==> config.mk <==
export PLATFORM = sky130hd
export DESIGN_NAME = mem_port_sequencer
export DESIGN_NICKNAME = d
export VERILOG_FILES = /design/src/rtl/mem_port_sequencer.sv
export SDC_FILE = /design/constraint.sdc
export NUM_CORES = 1
export LEC_CHECK = 0
export ABC_AREA = 1
export CORE_MARGIN = 2
export CORE_UTILIZATION = 45
export DETAILED_ROUTE_END_ITERATION = 6
export GPL_ROUTABILITY_DRIVEN = 0
export PLACE_DENSITY = 0.89
export SYNTH_ARGS = -nofsm -noshare
export SYNTH_HDL_FRONTEND = slang
export SYNTH_SLANG_ARGS = --single-unit
==> constraint.sdc <==
create_clock -name Clk -period 2.3 [get_ports Clk]
set_input_delay 0.46 -clock Clk [delete_from_list [all_inputs] [get_ports Clk]]
set_output_delay 0.46 -clock Clk [all_outputs]
set_load 0.01 [all_outputs]
==> src/rtl/mem_port_sequencer.sv <==
// Shares one memory port between instruction fetch and data load/store.
// Data wins by default; fetch is forced after STARVE_MAX back-to-back data grants.
module mem_port_sequencer #(
  parameter int ADDR_W     = 32,
  parameter int DATA_W     = 32,
  parameter int RD_LAT     = 2,
  parameter int STARVE_MAX = 4
) (
  input  logic              Clk,
  input  logic              Reset,
  input  logic              IfReq,
  input  logic [ADDR_W-1:0] IfAddr,
  output logic              IfGnt,
  output logic              IfValid,
  output logic [DATA_W-1:0] IfRdata,
  input  logic              DReq,
  input  logic              DWr,
  input  logic [ADDR_W-1:0] DAddr,
  input  logic [DATA_W-1:0] DWdata,
  output logic              DGnt,
  output logic              DValid,
  output logic [DATA_W-1:0] DRdata,
  output logic [ADDR_W-1:0] MemAddr,
  output logic              MemWr,
  output logic [DATA_W-1:0] MemWdata,
  input  logic [DATA_W-1:0] MemRdata,
  output logic              Busy,
  output logic              Owner
);

  typedef enum logic [2:0] {IDLE, RD_WAIT, RD_DONE, WR, WR_DONE} state_t;

  localparam int LAT_W = (RD_LAT > 1) ? $clog2(RD_LAT) : 1;
  localparam int STV_W = $clog2(STARVE_MAX + 1);
  localparam logic [LAT_W-1:0] LAT_LAST  = LAT_W'(RD_LAT - 1);
  localparam logic [STV_W-1:0] STV_LIMIT = STV_W'(STARVE_MAX);

  state_t           state_reg;
  logic [LAT_W-1:0] lat_cnt_reg;
  logic [STV_W-1:0] starve_reg;
  logic [STV_W-1:0] starve_next;
  logic             fetch_forced;
  logic             pick_data;
  logic             pick_fetch;

  always_comb begin
    fetch_forced = IfReq && (starve_reg == STV_LIMIT);
    pick_data    = DReq && !fetch_forced;
    pick_fetch   = IfReq && !pick_data;
    starve_next  = starve_reg;
    if (pick_data) begin
      // Only data grants that bypass a waiting fetch count toward starvation.
      if (!IfReq)
        starve_next = '0;
      else if (starve_reg != STV_LIMIT)
        starve_next = starve_reg + 1'b1;
    end else if (pick_fetch) begin
      starve_next = '0;
    end
  end

  assign Busy = (state_reg != IDLE);

  always_ff @(posedge Clk or negedge Reset) begin
    if (!Reset) begin
      state_reg   <= IDLE;
      lat_cnt_reg <= '0;
      starve_reg  <= '0;
      IfGnt       <= 1'b0;
      IfValid     <= 1'b0;
      IfRdata     <= '0;
      DGnt        <= 1'b0;
      DValid      <= 1'b0;
      DRdata      <= '0;
      MemAddr     <= '0;
      MemWr       <= 1'b0;
      MemWdata    <= '0;
      Owner       <= 1'b0;
    end else begin
      IfGnt   <= 1'b0;
      DGnt    <= 1'b0;
      IfValid <= 1'b0;
      DValid  <= 1'b0;
      MemWr   <= 1'b0;
      case (state_reg)
        IDLE: begin
          starve_reg <= starve_next;
          if (pick_data) begin
            MemAddr  <= DAddr;
            MemWdata <= DWdata;
            Owner    <= 1'b1;
            DGnt     <= 1'b1;
            if (DWr) begin
              MemWr     <= 1'b1;
              state_reg <= WR;
            end else begin
              lat_cnt_reg <= LAT_LAST;
              state_reg   <= RD_WAIT;
            end
          end else if (pick_fetch) begin
            MemAddr     <= IfAddr;
            Owner       <= 1'b0;
            IfGnt       <= 1'b1;
            lat_cnt_reg <= LAT_LAST;
            state_reg   <= RD_WAIT;
          end
        end
        RD_WAIT: begin
          if (lat_cnt_reg == '0) begin
            if (Owner) begin
              DRdata <= MemRdata;
              DValid <= 1'b1;
            end else begin
              IfRdata <= MemRdata;
              IfValid <= 1'b1;
            end
            state_reg <= RD_DONE;
          end else begin
            lat_cnt_reg <= lat_cnt_reg - 1'b1;
          end
        end
        RD_DONE: state_reg <= IDLE;
        WR: begin
          DValid    <= 1'b1;
          state_reg <= WR_DONE;
        end
        WR_DONE: state_reg <= IDLE;
        default: state_reg <= IDLE;
      endcase
    end
  end

endmodule

==> results.tsv <==
metric	value	unit
status	complete, no violations	
grt_antenna_before_repair	0	
arrival	1610	ps
ys.flop_type	dfrtp_1	
synth_fa_ha_area_share	0.422	%
min_to	lat_cnt_reg	
max-clock-path-buffers	2	
async_flop_share	100	%
cp_cell_sequence	nor2_4 > nand2_4 > clkdlybuf4s50_1	
clock_sinks	141	
critPathSlowestCell	clkdlybuf4s50_1	
nNetsFinal	1041	
hp-class	flip-flop to flip-flop	
syn_nets	775	
gr-usage-met2	40.5	%
detail_route.wl_per_cell	14.6	um
grt_pass1_vias	5331	
timing.rr.end	IfRdata[13]	
n_antenna_cell	0	
setup_viol	0	
core	12700	sq um
drt_wl_total	15900	um
postCtsSetupBuffers	0	
grtUsageMet1	26.7	%
tightest_slew	492	ps
synth_edf_count	0	
start_kind	flip-flop	
synth_compound_area_share	11.9	%
netlist_instances	640	
grt_remaining_overflow	0	
p_per_area	1370	nW/um^2
io_buffers	267	
die-area	14100	sq um
r2r-start	state_reg[2]	
ir_drop	0.000773	V
total_power	12.7	mW
critPathMaxFanout	8	
synth_top_family_by_area	simple AND/OR/NAND/NOR gates	
min_path_cells	2	
max-cap-violations	0	
ios	268	
cts-htree-levels	4	
cts_tree	yes	
p_leak	4.51	nW
grt_pass1_wl	26100	um
crit_start	state_reg[2]	
endpoint_kind	output port	
drive_gt1_share	8.92	%
cts_root_buffer	clkbuf_16	
routed_via_density	4.73	
synth_area	5930	sq um
grt_use_total	23.6	%
die_w	119	um
ant_nets	0	
clk_latency	420	ps
synth_seq_cells	141	
ys_seq_area_share	59.5	%
tns	0	ps
ys_warn_count	0	
rows	41	
r2r_cells	7	
path_class	flip-flop to output port	
max_freq	484	MHz
drc	0	
report.final.slew_viol_count	0	
grt_start_max_net_pins	66	
rsz0062_at_grt	no	
syn2layout_area_growth	56.5	%
cts_buffers	17	
min_from	lat_cnt_reg	
synth_top_area_cell	dfrtp_1	
synth_xor_area_share	0.148	%
drtIter0Drc	316	
critical-path-max-stage-delay	510	ps
busiest_layer	met2	
synth_top_cell_area_share	59.5	%
layout_min_cycle_time	2070	ps
r2r_slack	480	ps
dp_hpwl	11700	um
relSlewSlack	67.2	%
initial_core_util	46.6	%
synth_area_leaders	dfrtp_1 (59%), nand2_1 (17%), inv_1 (4.7%), o211ai_1 (4.1%), o21ai_2 (3.8%)	
skew	11.2	ps
die_height	119	um
synth_mux_area_share	0	%
required	1840	ps
first_pass_iters	5	
use_met3	8.11	%
cts.reportedPaths.clkPinSlew	60	ps
synth_cell_types	23	
yosys.area_share.simple	18.8	%
syn_area_per_cell	9.27	sq um
finalCritPeriodShare	89.8	%
hold_viol	0	
vias	5157	
worst max path at each step:
stage | end | cells after the start | slack, ps
2_1_floorplan | MemAddr[10] | 8 | 880
3_3_place_gp | MemAddr[27] | 7 | 300
3_5_place_dp | MemAddr[25] | 7 | 190
4_1_cts | Busy | 3 | 200
5_1_grt | Busy | 3 | 130
6_report | Busy | 3 | 230
critical path: cells and delay by family (launching register included):
kind	cells	cell delay (ps)
flops	1	410
buf+inv	1	510
simple gates	2	280
through the flow:
stage,setup WS [ps],utilization (%),cell area [sq um],std cells,hold slack [ps]
finish,235,73.0,9280,1091,473
global route,135,73.0,9280,1091,499
CTS,200,73.0,9280,1091,473
detailed placement,191,68.5,8710,1058,414
global placement,297,68.5,8710,1058,409
floorplan,882,-,5930,640,164
cell usage in the layout, fill, tap and decap left out, drive strengths merged, types with 2 or more instances in the layout:
cell type / n
buf: 13
clkbuf: 18
clkdlybuf4s50: 266
clkinv: 9
clkinvlp: 3
dfrtp: 141
ha: 2
inv: 78
nand2: 265
nand3: 5
nor2: 9
o211ai: 32
o21ai: 72
cells by family (layout without fill, tap and decap cells):
kind of cell | Yosys count | after routing
buffers and inverters | 110 | 389
and+or+nand+nor | 281 | 281
adders and majority gates | 2 | 2
AOI/OAI and AO/OA | 105 | 105
xor gates and xnor gates | 1 | 1
DFF | 141 | 141
metal layers:
layer	wire length [um]	vias to the layer above
met3	1210	31
met4	374	0
li1	-	2528
met2	8190	207
met5	0	-
met1	6110	2391
where the power goes:
part | switching [mW] | internal, mW
sequential | 0.670 | 3.70
combinational | 2.78 | 3.02
clock | 1.04 | 1.51
cells in the mapped netlist, types with 2 or more instances:
cell type	number
nand2_1	263
dfrtp_1	141
inv_1	74
o211ai_1	32
o21ai_1	32
o21ai_2	26
buf_6	15
buf_2	14
o21ai_0	14
nor2_1	5
nor2_4	4
inv_2	3
nand3_1	3
buf_4	2
clkbuf_1	2
ha_1	2
nand3_2	2
area by class of cell:
class	instances	area (sq um)
sequential	141	3530
fill	906	3440
timing repair buffer	280	2840
multi-input combinational	389	1850
clock buffer	18	439
inverter	77	289
tap	172	215
clock inverter	14	121
timing repair:
item                      CTS  global route
hold buffers                1             0
gates resized for setup     0             0
hold endpoints to repair   41             0
No activity file was read; power rests on OpenSTA's default activity.
